==> config.mk <==
export PLATFORM = sky130hd
export DESIGN_NAME = nios2_cordic_cpu_oci_dct_ctrl
export DESIGN_NICKNAME = d
export VERILOG_FILES = /design/src/rtl/nios2_cordic_cpu_oci_pkg.sv /design/src/rtl/nios2_cordic_cpu_oci_dct_hold.sv /design/src/rtl/nios2_cordic_cpu_oci_dct_ctrl.sv
export SDC_FILE = /design/constraint.sdc
export NUM_CORES = 1
export LEC_CHECK = 0
export ABC_AREA = 0
export CELL_PAD_IN_SITES_DETAIL_PLACEMENT = 0
export CELL_PAD_IN_SITES_GLOBAL_PLACEMENT = 1
export CORE_MARGIN = 3
export CORE_UTILIZATION = 37
export DETAILED_ROUTE_END_ITERATION = 8
export PLACE_DENSITY_LB_ADDON = 0.1
export SLEW_MARGIN = 20
export SYNTH_ARGS = -nofsm -noshare
export SYNTH_HDL_FRONTEND = slang
export SYNTH_SLANG_ARGS = --single-unit
==> constraint.sdc <==
create_clock -name clk -period 2.7 [get_ports clk]
set_clock_uncertainty 0.2 [all_clocks]
set_input_delay 0.675 -clock clk [delete_from_list [all_inputs] [get_ports clk]]
set_output_delay 0.675 -clock clk [all_outputs]
set_load 0.05 [all_outputs]
==> src/rtl/nios2_cordic_cpu_oci_pkg.sv <==
`default_nettype none
// ============================================================================
// Module   : nios2_cordic_cpu_oci_pkg
// Brief    : Shared constants and FSM state type for the OCI compressed-trace path
// Revision : 1.0 - initial release
// ============================================================================
package nios2_cordic_cpu_oci_pkg;

    localparam int ATOM_W = 2;
    localparam int ATOMS  = 15;
    localparam int BUF_W  = ATOM_W * ATOMS;
    localparam int CNT_W  = 4;
    localparam int OVF_W  = 8;

    localparam logic [CNT_W-1:0] FULL_CNT = CNT_W'(ATOMS);
    localparam logic [OVF_W-1:0] DROP_MAX = '1;

    typedef enum logic [1:0] {
        RUN       = 2'd0,
        FLUSH     = 2'd1,
        END_FLUSH = 2'd2,
        ENDED     = 2'd3
    } dct_state_t;

endpackage
`default_nettype wire

==> src/rtl/nios2_cordic_cpu_oci_dct_hold.sv <==
`default_nettype none
// ============================================================================
// Module   : nios2_cordic_cpu_oci_dct_hold
// Brief    : Valid/ready holding register for completed trace frames
// Revision : 1.0 - initial release
// ============================================================================
module nios2_cordic_cpu_oci_dct_hold
    import nios2_cordic_cpu_oci_pkg::*;
(
    input  logic             clk,
    input  logic             reset_n,
    input  logic             load,
    input  logic [BUF_W-1:0] load_data,
    input  logic [CNT_W-1:0] load_count,
    input  logic             out_ready,
    output logic             out_valid,
    output logic [BUF_W-1:0] out_data,
    output logic [CNT_W-1:0] out_count
);

    logic             r_valid;
    logic [BUF_W-1:0] r_data;
    logic [CNT_W-1:0] r_count;

    // The packer only asserts load when this register is free, so a load
    // may coincide with a handshake and simply replaces the departing frame.
    always_ff @(posedge clk or negedge reset_n) begin
        if (!reset_n) begin
            r_valid <= 1'b0;
            r_data  <= '0;
            r_count <= '0;
        end else if (load) begin
            r_valid <= 1'b1;
            r_data  <= load_data;
            r_count <= load_count;
        end else if (out_ready) begin
            r_valid <= 1'b0;
        end
    end

    assign out_valid = r_valid;
    assign out_data  = r_data;
    assign out_count = r_count;

endmodule
`default_nettype wire

==> src/rtl/nios2_cordic_cpu_oci_dct_ctrl.sv <==
`default_nettype none
// ============================================================================
// Module   : nios2_cordic_cpu_oci_dct_ctrl
// Brief    : Packs trace atoms into the DCT buffer and sequences flush/end
// Revision : 1.0 - initial release
// ============================================================================
module nios2_cordic_cpu_oci_dct_ctrl
    import nios2_cordic_cpu_oci_pkg::*;
(
    input  logic              clk,
    input  logic              reset_n,
    input  logic              atom_valid,
    input  logic [ATOM_W-1:0] atom_data,
    input  logic              flush_req,
    input  logic              end_req,
    output logic              out_valid,
    input  logic              out_ready,
    output logic [BUF_W-1:0]  out_data,
    output logic [CNT_W-1:0]  out_count,
    output logic [BUF_W-1:0]  dct_buffer,
    output logic [CNT_W-1:0]  dct_count,
    output logic              test_ending,
    output logic              test_has_ended,
    output logic              overflow,
    output logic [OVF_W-1:0]  drop_count
);

    dct_state_t       r_state;
    dct_state_t       w_next_state;
    logic [BUF_W-1:0] r_buffer;
    logic [CNT_W-1:0] r_count;
    logic             r_overflow;
    logic [OVF_W-1:0] r_drop_count;

    logic w_hold_free;
    logic w_flushing;
    logic w_full;
    logic w_empty;
    logic w_packing;
    logic w_xfer;
    logic w_accept;
    logic w_drop;

    assign w_hold_free = !out_valid || out_ready;
    assign w_flushing  = (r_state == FLUSH) || (r_state == END_FLUSH);
    assign w_full      = (r_count == FULL_CNT);
    assign w_empty     = (r_count == '0);
    assign w_packing   = (r_state == RUN) || (r_state == FLUSH);
    assign w_xfer      = w_hold_free && (w_full || (w_flushing && !w_empty));
    // A full buffer only takes a new atom when it is emptied on the same edge.
    assign w_accept    = w_packing && atom_valid && (!w_full || w_xfer);
    assign w_drop      = w_packing && atom_valid && w_full && !w_xfer;

    always_ff @(posedge clk or negedge reset_n) begin
        if (!reset_n) begin
            r_state <= RUN;
        end else begin
            r_state <= w_next_state;
        end
    end

    // A flush arriving while a full-buffer transfer fires is satisfied by it.
    always_comb begin
        w_next_state = r_state;
        unique case (r_state)
            RUN: begin
                if (end_req) begin
                    w_next_state = END_FLUSH;
                end else if (flush_req && !w_xfer) begin
                    w_next_state = FLUSH;
                end
            end
            FLUSH: begin
                if (end_req) begin
                    w_next_state = END_FLUSH;
                end else if (w_xfer || w_empty) begin
                    w_next_state = RUN;
                end
            end
            END_FLUSH: begin
                if (w_empty && !out_valid) begin
                    w_next_state = ENDED;
                end
            end
            ENDED: begin
                w_next_state = ENDED;
            end
            default: begin
                w_next_state = RUN;
            end
        endcase
    end

    always_comb begin
        test_ending    = 1'b0;
        test_has_ended = 1'b0;
        unique case (r_state)
            END_FLUSH: test_ending    = 1'b1;
            ENDED:     test_has_ended = 1'b1;
            default:   ;
        endcase
    end

    always_ff @(posedge clk or negedge reset_n) begin
        if (!reset_n) begin
            r_buffer <= '0;
            r_count  <= '0;
        end else if (w_xfer) begin
            r_buffer <= w_accept ? {{(BUF_W-ATOM_W){1'b0}}, atom_data} : '0;
            r_count  <= w_accept ? CNT_W'(1) : '0;
        end else if (w_accept) begin
            r_buffer <= {r_buffer[BUF_W-ATOM_W-1:0], atom_data};
            r_count  <= r_count + 1'b1;
        end
    end

    always_ff @(posedge clk or negedge reset_n) begin
        if (!reset_n) begin
            r_overflow   <= 1'b0;
            r_drop_count <= '0;
        end else if (w_drop) begin
            r_overflow <= 1'b1;
            if (r_drop_count != DROP_MAX) begin
                r_drop_count <= r_drop_count + 1'b1;
            end
        end
    end

    nios2_cordic_cpu_oci_dct_hold u_hold (
        .clk        (clk),
        .reset_n    (reset_n),
        .load       (w_xfer),
        .load_data  (r_buffer),
        .load_count (r_count),
        .out_ready  (out_ready),
        .out_valid  (out_valid),
        .out_data   (out_data),
        .out_count  (out_count)
    );

    assign dct_buffer = r_buffer;
    assign dct_count  = r_count;
    assign overflow   = r_overflow;
    assign drop_count = r_drop_count;

endmodule
`default_nettype wire
==> impl_metrics.ini, run 1 <==
[run_status]
outcome = complete, no violations

[clocking]
cts_buffers = 9
clk_latency_ps = 350
cts_tree = yes
cts.sinks = 80
cts_max_level = 3
root_buffer = clkbuf_8
clk_path_buf_depth = 2
clk_pin_slew_ps = 80

[routing]
drtPass1Iterations = 4
drtAntennaViolNets = 0
drt-total-wl_microns = 7306
route.detailed.drc = 0
avgViaCountPerCell = 4.888
wire_per_inst_microns = 14.88
via_count = 2400
initialDrtViolationCount = 43

[yosys]
synth_most_common_cell = dfrtp_1
synth_common_cells = dfrtp_1 (80), nand2_1 (67), mux2_2 (34), a21oi_1 (30)
yosys.area.top_type_share = 0.6026
synth.avg_cell_area_sq_um = 11.62
synth_top_family_by_area = multiplexers
synth-edff-count = 0
synthXorXnorAreaFrac = 0.02637
synth_flop_cell = dfrtp_1
synth_fa_ha_area_frac = 0.03013
synth_top_cell_by_area = dfrtp_1
synth_compound_gate_area_share = 0.07910
yosysUniqueCellTypes = 31
ys_ff_latch = 80
synthMuxAreaShare = 0.1217
synthArstFlopShare = 1.000
synth-simple-area-share = 0.1141
yosysSeqAreaShare = 0.6026
synth_nets = 302
synthTopCellsByArea = dfrtp_1 (60%), mux2_2 (12%), nand2_1 (7.6%)
syn_area_sq_mm = 0.003322
ys_warn_count = 0
synthCells = 286

[global_routing]
grt_first_pass_wirelength_microns = 12560
grtUsageTotal = 0.1563
grt_overflow = 0
grt_max_degree = 56
antenna_found_initial = 0
grt_pass1_vias = 2502

[final_layout]
layoutNonFillerInstCount = 491
antenna_cells = 0
nets = 397
fin_util = 0.5487
layout-area-overhead-vs-synth_pct = 39.81
final_layout_size_suffix_gt1_frac = 0.1762

[worst_setup_path]
crit_fanout = 8
worst_path_max_delay_cell = clkdlybuf4s50_1
crit_path_end_kind = output pin
start_kind = register
cp.arrival_ps = 1750
critPathMaxStageDelay_ps = 870
reg2reg_slack_ps = 440
path_delay_family = buffers and inverters
crit_required_ps = 1820
critical_path_class = register to output pin
critPathBufInv = 1
path_cells = clkdlybuf4s50_1

[timing]
slew_viol_final = 0
finalSetupViolCount = 0
final_hold_viol_count = 0
worst_slew_pin_slew_ps = 734.5
finalCriticalPeriod_ps = 2626
slew_headroom = 0.5103
max_freq_mhz = 380.8
rsz0062_at_grt = no
min_period_over_period = 0.9727
holdWs_ps = 178.6
tns_ps = 0

[placement]
dp_hpwl_microns = 4906
port_buffers = 87
place_congestion = 0.7247
dp_cells = 475

[floorplan]
die_area_sq_mm = 0.01015
pin_count = 88
fp-row-count = 33
die_w_microns = 100.8
start_util = 0.3925
die_h_microns = 100.8
core_region_area_sq_mm = 0.008464

[pwr]
p_switching_w = 0.001609
p_seq_frac = 0.349
switching_share = 0.3829
powerDensity_mw_per_mm2 = 904.9
power_w = 0.004203
power_frac_clock = 0.255
pwr-share-comb = 0.396
intPower_w = 0.002594
peakVddDrop_mv = 0.5278
p_leak_nw = 2.081

[min_path]
hp-class = input port to async pin

[job]
max-cap-violations = 0
[per-stage QoR]
stage               setup WS (ps)  instance area (sq um)
floorplan                   339.1                   3322
global placement            23.97                   4397
detailed placement          14.60                   4397
CTS                         38.84                   4642
global route                24.94                   4644
finish                      73.84                   4644
[layout by cell type (no fill, tap or decap), types with 4 or more instances in the layout]
cell             netlist  routed
xnor2_1                8       8
nor2_1                 7       7
a21oi_1               30      30
mux2_2                34      34
clkdlybuf4s50_1        0      84
nand3_1                6       6
inv_1                  5       5
clkbuf_8               0      10
nand2b_1               4       4
ha_1                   8       8
nand2_1               67      66
dfrtp_1               80      80
buf_4                  2      10
[flip-flops by register name, summed over array words and instances, names as in the netlist]
name              cells
dct_buffer           30
u_hold.out_data      30
drop_count            8
overflow              1
r_state               2
u_hold.out_count      4
u_hold.out_valid      1
dct_count             4
[worst paths after layout]
path	startpoint	to	cells past startpoint
setup / recovery	dct_count[2]$_DFFE_PN0P_	dct_count[2]	1
hold / removal	reset_n	r_state[1]$_DFFE_PN0P_	1
setup reg to reg	dct_count[1]$_DFFE_PN0P_	drop_count[1]$_DFFE_PN0P_	5
hold reg to reg	u_hold.out_count[3]$_DFFE_PN0P_	u_hold.out_count[3]$_DFFE_PN0P_	2
max in group asynchronous	reset_n	u_hold.out_data[5]$_DFFE_PN0P_	2
min in group clk	u_hold.out_count[3]$_DFFE_PN0P_	u_hold.out_count[3]$_DFFE_PN0P_	2
[layer usage]
metal | vias to the layer above | track usage | part of all wire
met2 | 61 | 0.2248 | 0.45
li1 | 1148 | - | -
met3 | 8 | 0.04221 | 0.058
met1 | 1183 | 0.2234 | 0.49
met4 | 0 | 0.06218 | 0.011
met5 | - | 0 | 0
[power by group through the flow]
stage                     Sequential (W)  Combinational [W]  Clock (W)
after floorplan                  0.00190           0.000692          0
after global placement           0.00149            0.00168          0
after detailed placement         0.00149            0.00168          0
after CTS                        0.00147            0.00169    0.00110
after global routing             0.00149            0.00177    0.00116
final                            0.00146            0.00167    0.00107
[what timing repair did]
action / CTS / global route
gates resized for setup: 0 / 1
hold buffers: 0 / 0
setup endpoints to repair: 0 / 1
buffers inserted: 0 / 0
[area by class of cell]
type	instances	area, sq um
Multi-Input combinational cell	187	1259
Clock buffer	11	141.4
Sequential cell	80	2002
Fill cell	760	3820
Tap cell	105	131.4
Inverter	5	18.77
Timing Repair Buffer	98	988.4
Clock inverter	5	103.9
[kinds of logic (layout without fill, tap and decap cells)]
group | after synthesis | after routing
simple gates | 91 | 91
flops | 80 | 80
compound gates | 42 | 42
mux | 36 | 36
buf+inv | 19 | 119
xor+xnor | 10 | 10
fa+ha+maj | 8 | 8
(Power assumes the default switching activity.)
==> run 2, diff against run 1 <==
--- a/config.mk
+++ b/config.mk
@@ -14,2 +14,3 @@
 export PLACE_DENSITY_LB_ADDON = 0.1
+export SKIP_LAST_GASP = 1
 export SLEW_MARGIN = 20
==> constraint.sdc (replaced) <==
create_clock -name clk -period 2.7 [get_ports clk]
set_clock_uncertainty 0.2 [all_clocks]
set_input_delay 0.81 -clock clk [delete_from_list [all_inputs] [get_ports clk]]
set_output_delay 0.81 -clock clk [all_outputs]
set_load 0.05 [all_outputs]
==> run 2 against run 1 <==
Critical path depth unchanged. Maximum frequency down 0.14%. Critical endpoint is now drop_count[2]. Largest power group unchanged. Core utilization rose by 0.31 points. Routed wire length fell by 0.11%. Highest routed layer unchanged. Worst setup slack worse by 3.8 ps. Combinational power up 4%. Register-to-register slack got worse by 20 ps. Final area grew 0.57%. Clock power shrank 16%.
==> impl_metrics.ini, run 2 (synthesis results as in run 1) <==
[run_status]
outcome = complete, no violations

[routing]
drtPass1Iterations = 4
initialDrtViolationCount = 31
drtAntennaViolNets = 0
avgViaCountPerCell = 4.905
drt-total-wl_microns = 7298
wire_per_inst_microns = 14.71
route.detailed.drc = 0
via_count = 2433

[floorplan]
fp-row-count = 33
core_region_area_sq_mm = 0.008464
die_area_sq_mm = 0.01015
pin_count = 88
die_w_microns = 100.8
die_h_microns = 100.8
start_util = 0.3925

[worst_setup_path]
crit_path_end_kind = output pin
crit_required_ps = 1690
crit_fanout = 5
cp.arrival_ps = 1620
critical_path_class = register to output pin
path_cells = clkdlybuf4s50_1
path_delay_family = buffers and inverters
critPathMaxStageDelay_ps = 840
start_kind = register
critPathBufInv = 1
worst_path_max_delay_cell = clkdlybuf4s50_1

[final_layout]
multiInputGateArea_sq_mm = 0.001259
layout_common_cells = dfrtp_1 (80), clkdlybuf4s50_1 (78), nand2_1 (66)
layout_commonest_cell = dfrtp_1
stdcell_area_sq_mm = 0.004671
nets = 403
layout-area-overhead-vs-synth_pct = 40.60
antenna_cells = 0
final_layout_size_suffix_gt1_frac = 0.1969
seq_area_sq_mm = 0.002002
layoutNonFillerInstCount = 496
nFillCells = 732

[clocking]
clk_pin_slew_ps = 80
cts_tree = yes
post_cts.repair.setup_buffers = 0
ctsHoldBuffers = 0
cts_max_level = 3
cts_buffers = 9
clk_latency_ps = 340
root_buffer = clkbuf_8
clk_path_buf_depth = 2
cts.sinks = 80

[timing]
rsz0062_at_grt = no
final_hold_viol_count = 0
slew_viol_final = 0
holdWs_ps = 135.1
slew_headroom = 0.6402
setup_slack_ps = 70.07
worst_slew_pin_slew_ps = 538.1
finalSetupViolCount = 0
min_period_over_period = 0.9740
finalCriticalPeriod_ps = 2630
max_freq_mhz = 380.2

[placement]
dp_cells = 481
dpl_cell_area_sq_mm = 0.004459
port_buffers = 87
dp_hpwl_microns = 5169
dp_slack_ps = -133.4
place_congestion = 0.7586

[global_routing]
grt_overflow = 0
grt_max_degree = 39
antenna_found_initial = 0
grt_first_pass_wirelength_microns = 12340
grt_pass1_vias = 2501
grtUsageTotal = 0.1545

[pwr]
powerDensity_mw_per_mm2 = 876.1
power_w = 0.004092
peakVddDrop_mv = 0.5881
p_leak_nw = 2.153

[min_path]
hp-class = input port to async pin

[job]
max-cap-violations = 0
-- run 2: metrics by stage --
stage | util | TNS (ps)
5_1_grt | 0.5518 | 0
3_5_place_dp | 0.5268 | -2157
2_1_floorplan | - | 0
3_3_place_gp | 0.5268 | -1210
6_report | 0.5518 | 0
4_1_cts | 0.5509 | 0
-- run 2: cell type report --
cell class | count | area share
inverters | 5 | 0.004018
clock inverters | 3 | 0.008572
repair buffers | 104 | 0.2258
multi-input cells | 187 | 0.2695
flip-flops and latches | 80 | 0.4286
clock buffers | 12 | 0.03536
well taps | 105 | 0.02813
-- run 2: routing by layer --
metal | wire length (microns) | GRT usage
met4 | 75 | 0.05285
met5 | 0 | 0
met1 | 3499 | 0.2101
met2 | 3307 | 0.2339
met3 | 416 | 0.04844
-- run 2: report_power, final --
group / switching (W) / total, W / internal, W / leakage, nW
clock network: 0.000408 / 0.000903 / 0.000495 / 0.108
registers: 0.000122 / 0.00146 / 0.00134 / 1.10
logic: 0.00106 / 0.00173 / 0.000667 / 0.943
-- run 2: final timing paths --
path / startpoint / end / slack (ps) / cells after the start
worst max-delay path: drop_count[2]$_DFFE_PN0P_ / drop_count[2] / 70 / 1
worst min-delay path: reset_n / u_hold.out_valid$_DFFE_PN0P_ / 140 / 1
worst max register to register: dct_count[1]$_DFFE_PN0P_ / drop_count[1]$_DFFE_PN0P_ / 420 / 5
worst min register to register: u_hold.out_count[3]$_DFFE_PN0P_ / u_hold.out_count[3]$_DFFE_PN0P_ / 290 / 2
max in group asynchronous: reset_n / u_hold.out_data[29]$_DFFE_PN0P_ / 1560 / 2
min in group clk: u_hold.out_count[3]$_DFFE_PN0P_ / u_hold.out_count[3]$_DFFE_PN0P_ / 290 / 2
-- run 2: timing repair --
action	4_1_cts	5_1_grt
gates resized for setup	1	3
setup endpoints to repair	1	3
gates cloned	0	0
hold endpoints to repair	0	0
==> run 3, diff against run 2 <==
- GPL_ROUTABILITY_DRIVEN: unset -> 0
==> results of run 3 <==
Final layout, timing and power as in run 2 (identical DEF).
